[config.mk]
export PLATFORM = sky130hd
export DESIGN_NAME = button_conditioner_flat
export DESIGN_NICKNAME = d
export VERILOG_FILES = /design/src/rtl/button_conditioner_if.sv /design/src/rtl/button_conditioner.sv /design/src/flat_wrapper.sv
export SDC_FILE = /design/constraint.sdc
export NUM_CORES = 1
export LEC_CHECK = 0
export CAP_MARGIN = 15
export CORE_AREA = 2 2 39 41
export DETAILED_ROUTE_END_ITERATION = 10
export DIE_AREA = 0 0 41 43
export GPL_TIMING_DRIVEN = 0
export MAX_ROUTING_LAYER = met4
export PLACE_DENSITY_LB_ADDON = 0.15
export SLEW_MARGIN = 20
export SYNTH_ARGS = -nofsm -noshare
export SYNTH_HDL_FRONTEND = slang
export SYNTH_SLANG_ARGS = --single-unit
[constraint.sdc]
create_clock -name clk -period 2.5 [get_ports clk]
set_input_delay 0.5 -clock clk [delete_from_list [all_inputs] [get_ports clk]]
set_output_delay 0.5 -clock clk [all_outputs]
set_load 0.01 [all_outputs]
[src/rtl/button_conditioner_if.sv]
// Bundles the button pins and the conditioned level/pulse outputs.
// The bench drives through master; the conditioner sits on slave.
interface button_conditioner_if #(
    parameter int CHANNELS = 2
);
    logic [CHANNELS-1:0] push;
    logic [CHANNELS-1:0] en;
    logic [CHANNELS-1:0] level;
    logic [CHANNELS-1:0] rise;
    logic [CHANNELS-1:0] fall;
    logic                any_rise;

    modport master (
        output push,
        output en,
        input  level,
        input  rise,
        input  fall,
        input  any_rise
    );

    modport slave (
        input  push,
        input  en,
        output level,
        output rise,
        output fall,
        output any_rise
    );
endinterface

[src/rtl/button_conditioner.sv]
// Multi-channel push-button front end: synchronizer chain, consecutive-cycle
// debounce filter and registered rise/fall pulses gated by a per-channel enable.
module button_conditioner #(
    parameter int CHANNELS        = 2,
    parameter int SYNC_STAGES     = 2,
    parameter int DEBOUNCE_CYCLES = 4
) (
    input  logic                  clk,
    input  logic                  rst,
    button_conditioner_if.slave   bus
);
    localparam int              CNT_W  = $clog2(DEBOUNCE_CYCLES + 1);
    localparam logic [CNT_W-1:0] CNT_TC = CNT_W'(DEBOUNCE_CYCLES - 1);

    logic [SYNC_STAGES-1:0] sync_q [CHANNELS];
    logic [SYNC_STAGES-1:0] sync_d [CHANNELS];
    logic [CNT_W-1:0]       cnt_q  [CHANNELS];
    logic [CNT_W-1:0]       cnt_d  [CHANNELS];
    logic [CHANNELS-1:0]    level_q, level_d;
    logic [CHANNELS-1:0]    rise_q, rise_d;
    logic [CHANNELS-1:0]    fall_q, fall_d;
    logic                   any_rise_q, any_rise_d;
    logic [CHANNELS-1:0]    s;

    always_comb begin
        for (int i = 0; i < CHANNELS; i++) begin
            // Bit 0 takes the raw pin; the top bit is the synchronized sample.
            sync_d[i]    = sync_q[i] << 1;
            sync_d[i][0] = bus.push[i];
            s[i]         = sync_q[i][SYNC_STAGES-1];

            level_d[i] = level_q[i];
            cnt_d[i]   = '0;
            rise_d[i]  = 1'b0;
            fall_d[i]  = 1'b0;

            // Counter only runs while the sample disagrees; any agreeing cycle clears it.
            if (s[i] != level_q[i]) begin
                if (cnt_q[i] == CNT_TC) begin
                    level_d[i] = s[i];
                    rise_d[i]  = s[i] & bus.en[i];
                    fall_d[i]  = ~s[i] & bus.en[i];
                end else begin
                    cnt_d[i] = cnt_q[i] + 1'b1;
                end
            end
        end
        any_rise_d = |rise_d;
    end

    always_ff @(posedge clk) begin
        if (rst) begin
            for (int i = 0; i < CHANNELS; i++) begin
                sync_q[i] <= '0;
                cnt_q[i]  <= '0;
            end
            level_q    <= '0;
            rise_q     <= '0;
            fall_q     <= '0;
            any_rise_q <= 1'b0;
        end else begin
            for (int i = 0; i < CHANNELS; i++) begin
                sync_q[i] <= sync_d[i];
                cnt_q[i]  <= cnt_d[i];
            end
            level_q    <= level_d;
            rise_q     <= rise_d;
            fall_q     <= fall_d;
            any_rise_q <= any_rise_d;
        end
    end

    assign bus.level    = level_q;
    assign bus.rise     = rise_q;
    assign bus.fall     = fall_q;
    assign bus.any_rise = any_rise_q;
endmodule
[src/flat_wrapper.sv]
// flat-port wrapper written by rule: the top's interface ports become plain ports
module button_conditioner_flat 
#(
    parameter int CHANNELS        = 2,
    parameter int SYNC_STAGES     = 2,
    parameter int DEBOUNCE_CYCLES = 4
)
  (clk, rst, bus_push, bus_en, bus_level, bus_rise, bus_fall, bus_any_rise);
  button_conditioner_if #(.CHANNELS(CHANNELS)) bus_i ();
  input  logic clk;
  input  logic rst;
  input wire logic [$bits(bus_i.push)-1:0] bus_push;
  input wire logic [$bits(bus_i.en)-1:0] bus_en;
  output wire logic [$bits(bus_i.level)-1:0] bus_level;
  output wire logic [$bits(bus_i.rise)-1:0] bus_rise;
  output wire logic [$bits(bus_i.fall)-1:0] bus_fall;
  output wire logic [$bits(bus_i.any_rise)-1:0] bus_any_rise;
  assign bus_i.push = bus_push;
  assign bus_i.en = bus_en;
  assign bus_level = bus_i.level;
  assign bus_rise = bus_i.rise;
  assign bus_fall = bus_i.fall;
  assign bus_any_rise = bus_i.any_rise;
  button_conditioner #(.CHANNELS(CHANNELS), .SYNC_STAGES(SYNC_STAGES), .DEBOUNCE_CYCLES(DEBOUNCE_CYCLES)) u_core (.clk(clk), .rst(rst), .bus(bus_i));
endmodule
* Word level (Yosys, flattened, before mapping) *
Memories as Yosys holds them, arrays and structs flattened.
Index checks and enable logic that the tools add are counted.

storage, ports and cells
  flip-flop bits (word level) = 7
  bits in writable memories = 10
  input port bits = 6
  output and inout port bits = 7
  logic and storage cells = 48
  memories = 2

memories
  memory         words  bits a word  rd ports  clocked after memory_dff  wr ports  line                      text
  u_core.cnt_q   2      3            2         0                         2         button_conditioner.sv:17  logic [CNT_W-1:0] cnt_q [CHANNELS];
  u_core.sync_q  2      2            2         0                         2         button_conditioner.sv:15  logic [SYNC_STAGES-1:0] sync_q [CHANNELS];

cells by class
  add/sub/neg operators = 2
  equality and inequality tests = 4
  muxes and demuxes = 15
  bitwise gates (word level) = 14
  reductions and logical operators = 5

operator list
  operator               count
  $mux W3                6
  $mux W1                7
  $add A3 B1 Y3 const B  2
  $eq A3 B2 Y1 const B   2
  $not A1 Y1             6
  $reduce_or A3 Y1       2
  $and A1 B1 Y1          4
  $mux W2                2
  $or A1 B1 Y1           4
  $reduce_and A2 Y1      2
  $ne A1 B1 Y1           2
  $reduce_or A2 Y1       1

* Logic depth before layout (Yosys ltp) *
  depth after elaboration = 4
  depth in mapped cells = 4

* Least setup slack after synthesis *
Ideal clock, no wire load.

  path type = flip-flop to flip-flop
  from = memory u_core.cnt_q[0][0] in the netlist's numbering
  to = memory u_core.cnt_q[0][2] in the netlist's numbering
  setup time = 92 ps
  arrival time = 961 ps
  required time = 2408 ps
  slack = 1447 ps
  cell stages (with the launch flop) = 4
  path buffers = 0
  period minus slack after synthesis = 1053 ps
  cells stage by stage = dfxtp_1 -> ha_1 -> ha_1 -> nor4_1

RTL lines
  what             line
  start, declared  button_conditioner.sv:17

* Worst setup path in the final report *
  from = register u_core.level_q[1] (netlist: u_core.bus.level[1])
  to = output port bus_level[1]

RTL lines
  what                    line                      text
  start, declared         button_conditioner.sv:19  logic [CHANNELS-1:0] level_q, level_d;
  start signal, assigned  button_conditioner.sv:66  level_q <= level_d;
  end, declared           flat_wrapper.sv:14        output wire logic [$bits(bus_i.level)-1:0] bus_level;

No word-level cell between the ends.

==> flow_metrics.env <==
export IMPL_status="completed"
export IMPL_clkTransAtPathRegs_ns=0.09
export IMPL_nets=76
export IMPL_cts_setup_buffers=0
export IMPL_wl_per_cell_um=9.79
export IMPL_diodes=0
export IMPL_ys_top_cells_by_area="dfxtp_1 57%, ha_1 8.4%, and2b_1 5.1%"
export IMPL_synth_area_um2=594
export IMPL_muxShareOfSynthArea_pct=3.37
export IMPL_grt_overflow=0
export IMPL_fin_crit_ns=1.74
export IMPL_num_io_pins=13
export IMPL_vias=397
export IMPL_syn_area_per_cell_um2=12.1
export IMPL_synth_distinct_cells=14
export IMPL_leakagePower_uw=0.000280
export IMPL_syn_to_final_growth_pct=28.0
export IMPL_cts_tree="yes"
export IMPL_gp_congestion=0.659
export IMPL_skew_ns=0.00238
export IMPL_synthCells=49
export IMPL_grt_max_degree=11
export IMPL_setup_viol=0
export IMPL_yosys_area_share_simple_pct=24.4
export IMPL_crit_chain="clkdlybuf4s50_1"
export IMPL_drc=0
export IMPL_path_class="reg -> out"
export IMPL_slowest_delay_ns=0.56
export IMPL_cts_sinks=17
export IMPL_synth_top_area_cell="dfxtp_1"
export IMPL_portBuffers=12
export IMPL_yosysWarnings=0
export IMPL_relSlewSlack_pct=79.2
export IMPL_synth_compound_area_share_pct=1.05
export IMPL_place_hpwl_um=626
export IMPL_layout_common_cells="17 x dfxtp_1, 12 x clkdlybuf4s50_1"
export IMPL_cts_resized=0
export IMPL_crit_arrival_ns=1.24
export IMPL_power_density_nw_per_um2=573
export IMPL_initial_core_util_pct=42.9
export IMPL_synth_fa_ha_area_share_pct=8.42
export IMPL_synth_top_area_share_pct=57.3
export IMPL_synth_xor_area_share_pct=2.95
export IMPL_clk_latency_ns=0.28
export IMPL_seq_area_frac_synth_pct=57.3
export IMPL_crit_buf_inv=1
export IMPL_vias_per_cell=4.90
export IMPL_first_pass_iters=1
export IMPL_holdCritPathClass="reg -> reg"
export IMPL_grt_pass1_wl_um=1410
export IMPL_totalWireLength_um=793
export IMPL_ys_ff_latch=17
export IMPL_worst_pin_slew_ns=0.310
export IMPL_synth_top_family_by_area="simple AND/OR/NAND/NOR gates"
export IMPL_drtIter0Drc=0
export IMPL_drive_gt1_share_pct=9.23
export IMPL_slowest_stage="clkdlybuf4s50_1"
export IMPL_place_area_um2=734
export IMPL_rsz0062_at_grt="no"
export IMPL_vdd_drop_max_mv=0.344
export IMPL_cts_root_buf="clkbuf_4"
export IMPL_die_y_um=43
export IMPL_max_freq_mhz=574
export IMPL_start_kind="flip-flop"
export IMPL_htreeDepth=1
export IMPL_coreArea_um2=1380
export IMPL_clockBufferDepth=2
export IMPL_numCtsBuffers=3
export IMPL_ant_nets=0
export IMPL_die_area_um2=1760
export IMPL_tns_ns=0
export IMPL_mostFrequentLayoutCell="dfxtp_1"
export IMPL_drv_cap=0
export IMPL_hold_worst_slack_ns=0.438
export IMPL_ctsHoldBuffers=0
export IMPL_crit_family="buffers and inverters"
export IMPL_grt_antenna_before_repair=0
export IMPL_design_area_um2=761
export IMPL_finalCritPeriodShare_pct=69.7
export IMPL_crit_path_end_kind="output pin"
export IMPL_slew_violations=0
export IMPL_synth_net_count=59
export IMPL_rows=14
export IMPL_path_max_fanout=5
export IMPL_grtUsageTotal_pct=12.2
export IMPL_required_ns=2.00
export IMPL_grt_pass1_vias=362
export IMPL_worst_slack_ns=0.757
export IMPL_pre_cts_ws_ns=0.919
export IMPL_die_w_um=41
export IMPL_finalHoldViolations=0
==> registers in the layout (all words and copies together) (netlist names) <==
name	flops
u_core.sync_q	4
u_core.bus.rise	2
u_core.bus.level	2
u_core.bus.any_rise	1
u_core.cnt_q	6
u_core.bus.fall	2
==> layout make-up <==
| cell class | instances | area, um^2 |
|---|---|---|
| plain buffers | 1 | 7.51 |
| clock buffers | 4 | 26.3 |
| fillers | 141 | 623 |
| inverters | 2 | 7.51 |
| multi-input cells | 29 | 239 |
| flip-flops and latches | 17 | 340 |
| well taps | 16 | 20.0 |
| repair buffers | 12 | 120 |
==> metal layers <==
metal	wire length [um]	share of wire [%]	global-route usage, %	up-vias
li1	-	-	-	205
met1	368	46	15.1	180
met2	373	47	16.9	10
met3	48	6.1	3.14	2
met4	4	0.50	8.00	0
met5	0	0	-	-
==> path summary, 6_finish.rpt <==
kind,slack (ns),depth (start not counted),to,from
worst min-delay path,0.44,1,u_core.sync_q[0][1]$_SDFF_PP0_,u_core.sync_q[0][0]$_SDFF_PP0_
worst max register to register,1.29,4,u_core.bus.fall[0]$_SDFF_PP0_,u_core.cnt_q[0][0]$_SDFF_PP0_
worst max-delay path,0.76,1,bus_level[1],u_core.bus.level[1]$_SDFFE_PP0P_
worst min register to register,0.44,1,u_core.sync_q[0][1]$_SDFF_PP0_,u_core.sync_q[0][0]$_SDFF_PP0_
==> through the flow <==
step,utilization (%),cells,total power [uW]
after floorplan,-,49,293
after CTS,55.0,81,445
after detailed placement,53.1,77,303
after global routing,55.0,81,460
after global placement,53.1,77,303
final,55.0,81,436
==> cell usage after synthesis <==
library cell and number:
nand3b_1 2, and2b_1 4, buf_4 1, ha_1 4, inv_1 2, nor3b_1 2
nor4_1 4, mux2i_1 2, nor4b_2 2, nor2_1 4, dfxtp_1 17, o22ai_1 1
xnor2_1 2, or2b_1 2
==> logic make-up (layout without fill, tap and decap cells) <==
logic type                 count (synthesis)  count (layout)
AOI/OAI and AO/OA                          1               1
xor gates and xnor gates                   2               2
adders and majority gates                  4               4
buffers and inverters                      3              19
DFF                                       17              17
muxes                                      2               2
and+or+nand+nor                           20              20
==> report_power, final <==
part	total [uW]	internal [uW]	switching, uW
Sequential	277	275	2.18
Combinational	19.6	12.8	6.78
Clock	140	61.8	77.8
Total	436	349	86.8
==> worst reg2reg max path, delay by kind of cell, from the launching register on <==
kind,cells,cell delay (ns)
and+or+nand+nor,2,0.36
DFF,1,0.35
adders and majority gates,2,0.42
Power figures use the tool's default switching activity.
